`src/rtl/alu_issue_controller.sv`:
```
// Issue controller for one combinational ALU lane: queues commands in order, drives the
// ALU for a single cycle per command, and returns the captured result with its tag.
module alu_issue_controller #(
    parameter int CMD_DEPTH = 4,
    parameter int TAG_WIDTH = 4
) (
    input  logic                  clock_in,
    input  logic                  reset_in,
    input  logic                  cmd_valid_in,
    output logic                  cmd_ready_out,
    input  logic [7:0]            cmd_opcode_in,
    input  logic signed [7:0]     cmd_a_in,
    input  logic signed [7:0]     cmd_b_in,
    input  logic [TAG_WIDTH-1:0]  cmd_tag_in,
    output logic                  alu_enable_out,
    output logic [7:0]            alu_opcode_out,
    output logic signed [7:0]     alu_a_out,
    output logic signed [7:0]     alu_b_out,
    input  logic signed [7:0]     alu_result_in,
    output logic                  rsp_valid_out,
    input  logic                  rsp_ready_in,
    output logic signed [7:0]     rsp_data_out,
    output logic [TAG_WIDTH-1:0]  rsp_tag_out,
    output logic                  rsp_err_out,
    output logic [15:0]           ops_done_out
);
    localparam int PW = $clog2(CMD_DEPTH);
    localparam logic [PW:0] DEPTH_C = (PW+1)'(CMD_DEPTH);
    localparam logic [7:0] OP_MAX = 8'd4;

    typedef struct packed {
        logic [7:0]           op;
        logic [7:0]           a;
        logic [7:0]           b;
        logic [TAG_WIDTH-1:0] tag;
    } cmd_t;

    typedef enum logic [1:0] {S_IDLE, S_ISSUE, S_RESP} state_t;

    cmd_t             fifo_q [CMD_DEPTH];
    logic [PW-1:0]    wr_ptr_q, rd_ptr_q;
    logic [PW:0]      count_q, count_d;
    state_t           state_q, state_d;
    cmd_t             iss_q;
    logic [7:0]       rsp_data_q;
    logic [TAG_WIDTH-1:0] rsp_tag_q;
    logic             rsp_err_q;
    logic [15:0]      ops_done_q;
    logic             push, pop, legal, rsp_hs;

    // Full is judged on the registered count, so a same-cycle pop never frees a slot early.
    assign cmd_ready_out = (count_q != DEPTH_C);
    assign push          = cmd_valid_in && cmd_ready_out;
    assign legal         = (iss_q.op <= OP_MAX);
    assign rsp_hs        = (state_q == S_RESP) && rsp_ready_in;

    always_comb begin
        count_d = count_q;
        case ({push, pop})
            2'b10:   count_d = count_q + (PW+1)'(1);
            2'b01:   count_d = count_q - (PW+1)'(1);
            default: count_d = count_q;
        endcase
    end

    always_ff @(posedge clock_in or posedge reset_in) begin
        if (reset_in) begin
            wr_ptr_q <= '0;
            rd_ptr_q <= '0;
            count_q  <= '0;
            for (int i = 0; i < CMD_DEPTH; i++) fifo_q[i] <= '0;
        end else begin
            if (push) begin
                fifo_q[wr_ptr_q] <= '{op: cmd_opcode_in, a: cmd_a_in, b: cmd_b_in, tag: cmd_tag_in};
                wr_ptr_q         <= wr_ptr_q + PW'(1);
            end
            if (pop) rd_ptr_q <= rd_ptr_q + PW'(1);
            count_q <= count_d;
        end
    end

    // State register
    always_ff @(posedge clock_in or posedge reset_in) begin
        if (reset_in) state_q <= S_IDLE;
        else          state_q <= state_d;
    end

    // Next state and pop decision
    always_comb begin
        state_d = state_q;
        pop     = 1'b0;
        case (state_q)
            S_IDLE: begin
                if (count_q != '0) begin
                    pop     = 1'b1;
                    state_d = S_ISSUE;
                end
            end
            S_ISSUE: state_d = S_RESP;
            S_RESP: begin
                if (rsp_ready_in) begin
                    if (count_q != '0) begin
                        pop     = 1'b1;
                        state_d = S_ISSUE;
                    end else begin
                        state_d = S_IDLE;
                    end
                end
            end
            default: state_d = S_IDLE;
        endcase
    end

    // Outputs: ALU port is only driven during the single issue cycle.
    always_comb begin
        alu_enable_out = 1'b0;
        alu_opcode_out = '0;
        alu_a_out      = '0;
        alu_b_out      = '0;
        rsp_valid_out  = 1'b0;
        case (state_q)
            S_ISSUE: begin
                alu_enable_out = legal;
                alu_opcode_out = iss_q.op;
                alu_a_out      = iss_q.a;
                alu_b_out      = iss_q.b;
            end
            S_RESP:  rsp_valid_out = 1'b1;
            default: rsp_valid_out = 1'b0;
        endcase
    end

    always_ff @(posedge clock_in or posedge reset_in) begin
        if (reset_in) begin
            iss_q      <= '0;
            rsp_data_q <= '0;
            rsp_tag_q  <= '0;
            rsp_err_q  <= 1'b0;
            ops_done_q <= '0;
        end else begin
            if (pop) iss_q <= fifo_q[rd_ptr_q];
            if (state_q == S_ISSUE) begin
                rsp_data_q <= legal ? alu_result_in : 8'd0;
                rsp_tag_q  <= iss_q.tag;
                rsp_err_q  <= !legal;
            end
            if (rsp_hs) ops_done_q <= ops_done_q + 16'd1;
        end
    end

    assign rsp_data_out = rsp_data_q;
    assign rsp_tag_out  = rsp_tag_q;
    assign rsp_err_out  = rsp_err_q;
    assign ops_done_out = ops_done_q;
endmodule

```
`config.mk`:
```
export PLATFORM = sky130hd
export DESIGN_NAME = alu_issue_controller
export DESIGN_NICKNAME = d
export VERILOG_FILES = /design/src/rtl/alu_issue_controller.sv
export SDC_FILE = /design/constraint.sdc
export NUM_CORES = 1
export LEC_CHECK = 0
export ABC_AREA = 1
export BUFFER_PORTS_ARGS = -buffer_cell sky130_fd_sc_hd__buf_2
export CAP_MARGIN = 5
export CORE_UTILIZATION = 30
export DETAILED_ROUTE_END_ITERATION = 8
export GPL_TIMING_DRIVEN = 1
export PLACE_DENSITY = 0.58
export SYNTH_ARGS = -nofsm -noshare
export SYNTH_HDL_FRONTEND = slang
export SYNTH_SLANG_ARGS = --single-unit
```
`constraint.sdc`:
```
create_clock -name clock_in -period 6.1 [get_ports clock_in]
set_input_delay 0.305 -clock clock_in [delete_from_list [all_inputs] [get_ports clock_in]]
set_output_delay 0.305 -clock clock_in [all_outputs]
set_load 0.05 [all_outputs]
```
==> flow_metrics.tcl <==
set metrics [dict create \
    stdcell_count 1370 \
    synth_fp_nets 962 \
    crit_chain "inv_2 > nor2_1 > nor2_1 > o21ai_0 > nand2_1 > nand2_1 > o21ai_1" \
    hpwl_um 11110 \
    cts_setup_buffers 0 \
    start_util 0.3069 \
    most-common-layout-cells "nand2_1, dfrtp_1, nor2_1, buf_2, o21ai_0" \
    hold_buffers 0 \
    antenna_found_initial 0 \
    critical_path.top_delay_family "flip-flops" \
    worst-path-stages 7 \
    cp.required_ns 6.40 \
    fin_crit_sh 0.4265 \
    ys_ff_latch 178 \
    clk_pin_slew_ns 0.07 \
    slew_headroom 0.2530 \
    path_max_fanout 58 \
    critPathSlowestCell "dfrtp_2" \
    drc 0 \
    numCtsBuffers 17 \
    wl_per_cell_um 13.67 \
    cpPeakStageDelay_ns 1.11 \
    slew_violations 0 \
    fin_ws_ns 3.498 \
    core-area_sq_um 27100 \
    boundaryPins 96 \
    fin_skew_ns 0.009204 \
    die_area_sq_um 28390 \
    syn_area_sq_um 8317 \
    hp-class "in2async" \
    timing.fmax_mhz 384.4 \
    row_count 60 \
    die_width_um 168.5 \
    r2r_cells 7 \
    p_leak_nw 4.807 \
    dp_cells 1338 \
    ctsLongestPathBuffers 2 \
    placed_area_sq_um 8936 \
    setup_tns_ns 0 \
    routed_via_density 4.415 \
    timing.rr.start "rd_ptr_q[0]" \
    worst_pin_slew_ns 1.121 \
    post-route-util 0.3542 \
    drv_cap 0 \
    antenna_cells 0 \
    grt_pass1_vias 6019 \
    nFillCells 2822 \
    synth_top_area_frac 0.5356 \
    holdWs_ns -0.007385 \
    ys_warn_count 0 \
    dp_slack_ns 3.459 \
    synth_area_leader_cell "dfrtp_1" \
    finalSetupViolCount 0 \
    avgSynthCellArea_sq_um 9.089 \
    grt_pass1_wl_um 31640 \
    vias 6048 \
    hold_viol 2 \
    dr.pass1.iters 5 \
    grt_max_degree 98 \
    critPathArrivalTime_ns 2.90 \
    fin_area_sq_um 9599 \
    pwr_density_cell_nw_per_um2 568.4 \
    worstSkewPairLatency_ns 0.44 \
    grt_overflow 0 \
    final_common_cell "nand2_1" \
    area_growth_pct 15.42 \
    irDropWorstVdd_mv 0.2100 \
    finalWirelength_um 18720 \
    drt-initial-drc-count 314 \
    final_net_count 1032 \
    cts_tree "done" \
    cts-root-buf "clkbuf_16" \
    r2r_end "iss_q[26]" \
    timing.critical_path.to "iss_q[26]" \
    drive_above_1_share 0.2315 \
    gp_congestion 0.7327 \
    ys_types 32 \
    synthCells 915 \
    die_h_um 168.5 \
    worst-path-buf-inv 1 \
    status "finished, violations left" \
    cts.sinks 178 \
    critPathLaunch "rd_ptr_q[0]" \
    crit_type "reg2reg" \
    violations "negative hold slack" \
    rsz0062_at_grt "false" \
    startpoint_type "flip-flop" \
    cts_resized 0 \
    cp-end-kind "flip-flop" \
    track_usage 0.1411 \
    port_buffers 95 \
    synth.yosys.seq_area_share 0.5356 \
    drtAntennaViolNets 0 \
    synth_area_leaders "dfrtp_1, nand2_1, o21ai_2" \
    htreeDepth 4 \
    rrSetupSlack_ns 3.50 \
    period_minus_slack_ns 2.602 \
]
==> area by class of cell <==
class                      instances  area (sq um)  share of cell area
timing repair buffer             101         520.5             0.05422
tap                              372         465.4             0.04849
clock buffer                      18         439.2             0.04575
inverter                          79         306.5             0.03193
clock inverter                    14         224.0             0.02333
multi-input combinational        608          3187              0.3320
sequential                       178          4457              0.4643
==> power breakdown <==
part	internal, mW	switching [mW]
Clock	0.746	0.486
Combinational	0.715	1.49
Sequential	1.69	0.320
Total	3.16	2.30
==> Yosys cell counts, drive strengths merged <==
master    n
dfrtp   178
inv      79
mux2      4
nand3    10
o21ai   196
ha        6
nand4     4
clkbuf    7
xor2      9
xnor2     6
nor2    101
nor3      4
buf      43
o21a     28
nand2   235
nand3b    1
fa        1
a21oi     3
==> layer usage <==
| metal | routed length [um] | up-vias | track usage | part of all wire |
|---|---|---|---|---|
| met1 | 9142 | 2890 | 0.1866 | 0.49 |
| met2 | 8860 | 80 | 0.2333 | 0.47 |
| met3 | 456 | 17 | 0.02549 | 0.024 |
| li1 | - | 3061 | - | - |
| met5 | 0 | - | 0 | 0 |
| met4 | 263 | 0 | 0.04704 | 0.014 |
==> how the worst min path moves through the flow <==
stage                           startpoint         endpoint  slack, ns
after floorplan               rsp_ready_in       state_q[1]       0.41
after global placement     rsp_data_out[2]  rsp_data_out[2]       0.46
after detailed placement   rsp_data_out[1]  rsp_data_out[1]       0.46
after CTS                 alu_result_in[5]  rsp_data_out[5]       0.04
after global routing      alu_result_in[0]  rsp_data_out[0]       0.05
final                             reset_in        iss_q[16]     -0.007
==> stage by stage <==
stage | total power [mW] | hold slack [ns]
floorplan | 3.850 | 0.4123
global placement | 4.233 | 0.4593
detailed placement | 4.280 | 0.4600
CTS | 5.529 | 0.04132
global route | 5.902 | 0.04635
finish | 5.456 | -0.007385
==> state kept, by name, summed over array words and instances (netlist names) <==
register,count
fifo_q,112
iss_q,28
ops_done_out,16
rsp_data_out,8
rsp_tag_out,4
count_q,3
rd_ptr_q,2
state_q,2
wr_ptr_q,2
rsp_err_out,1
==> worst register-to-register path, stage by stage (launching register included) <==
cell and delay [ns]:
dfrtp_2 1.11, inv_2 0.72, nor2_1 0.26, nor2_1 0.06
o21ai_0 0.11, nand2_1 0.09, nand2_1 0.06, o21ai_1 0.06
==> logic make-up after synthesis <==
logic type,after synthesis,synth area share
and+or+nand+nor,355,0.1727
adders and majority gates,7,0.01143
AOI/OAI and AO/OA,227,0.1775
xor gates and xnor gates,15,0.01580
buffers and inverters,129,0.08154
DFF,178,0.5356
muxes,4,0.005416
Power figures use the tool's default switching activity.
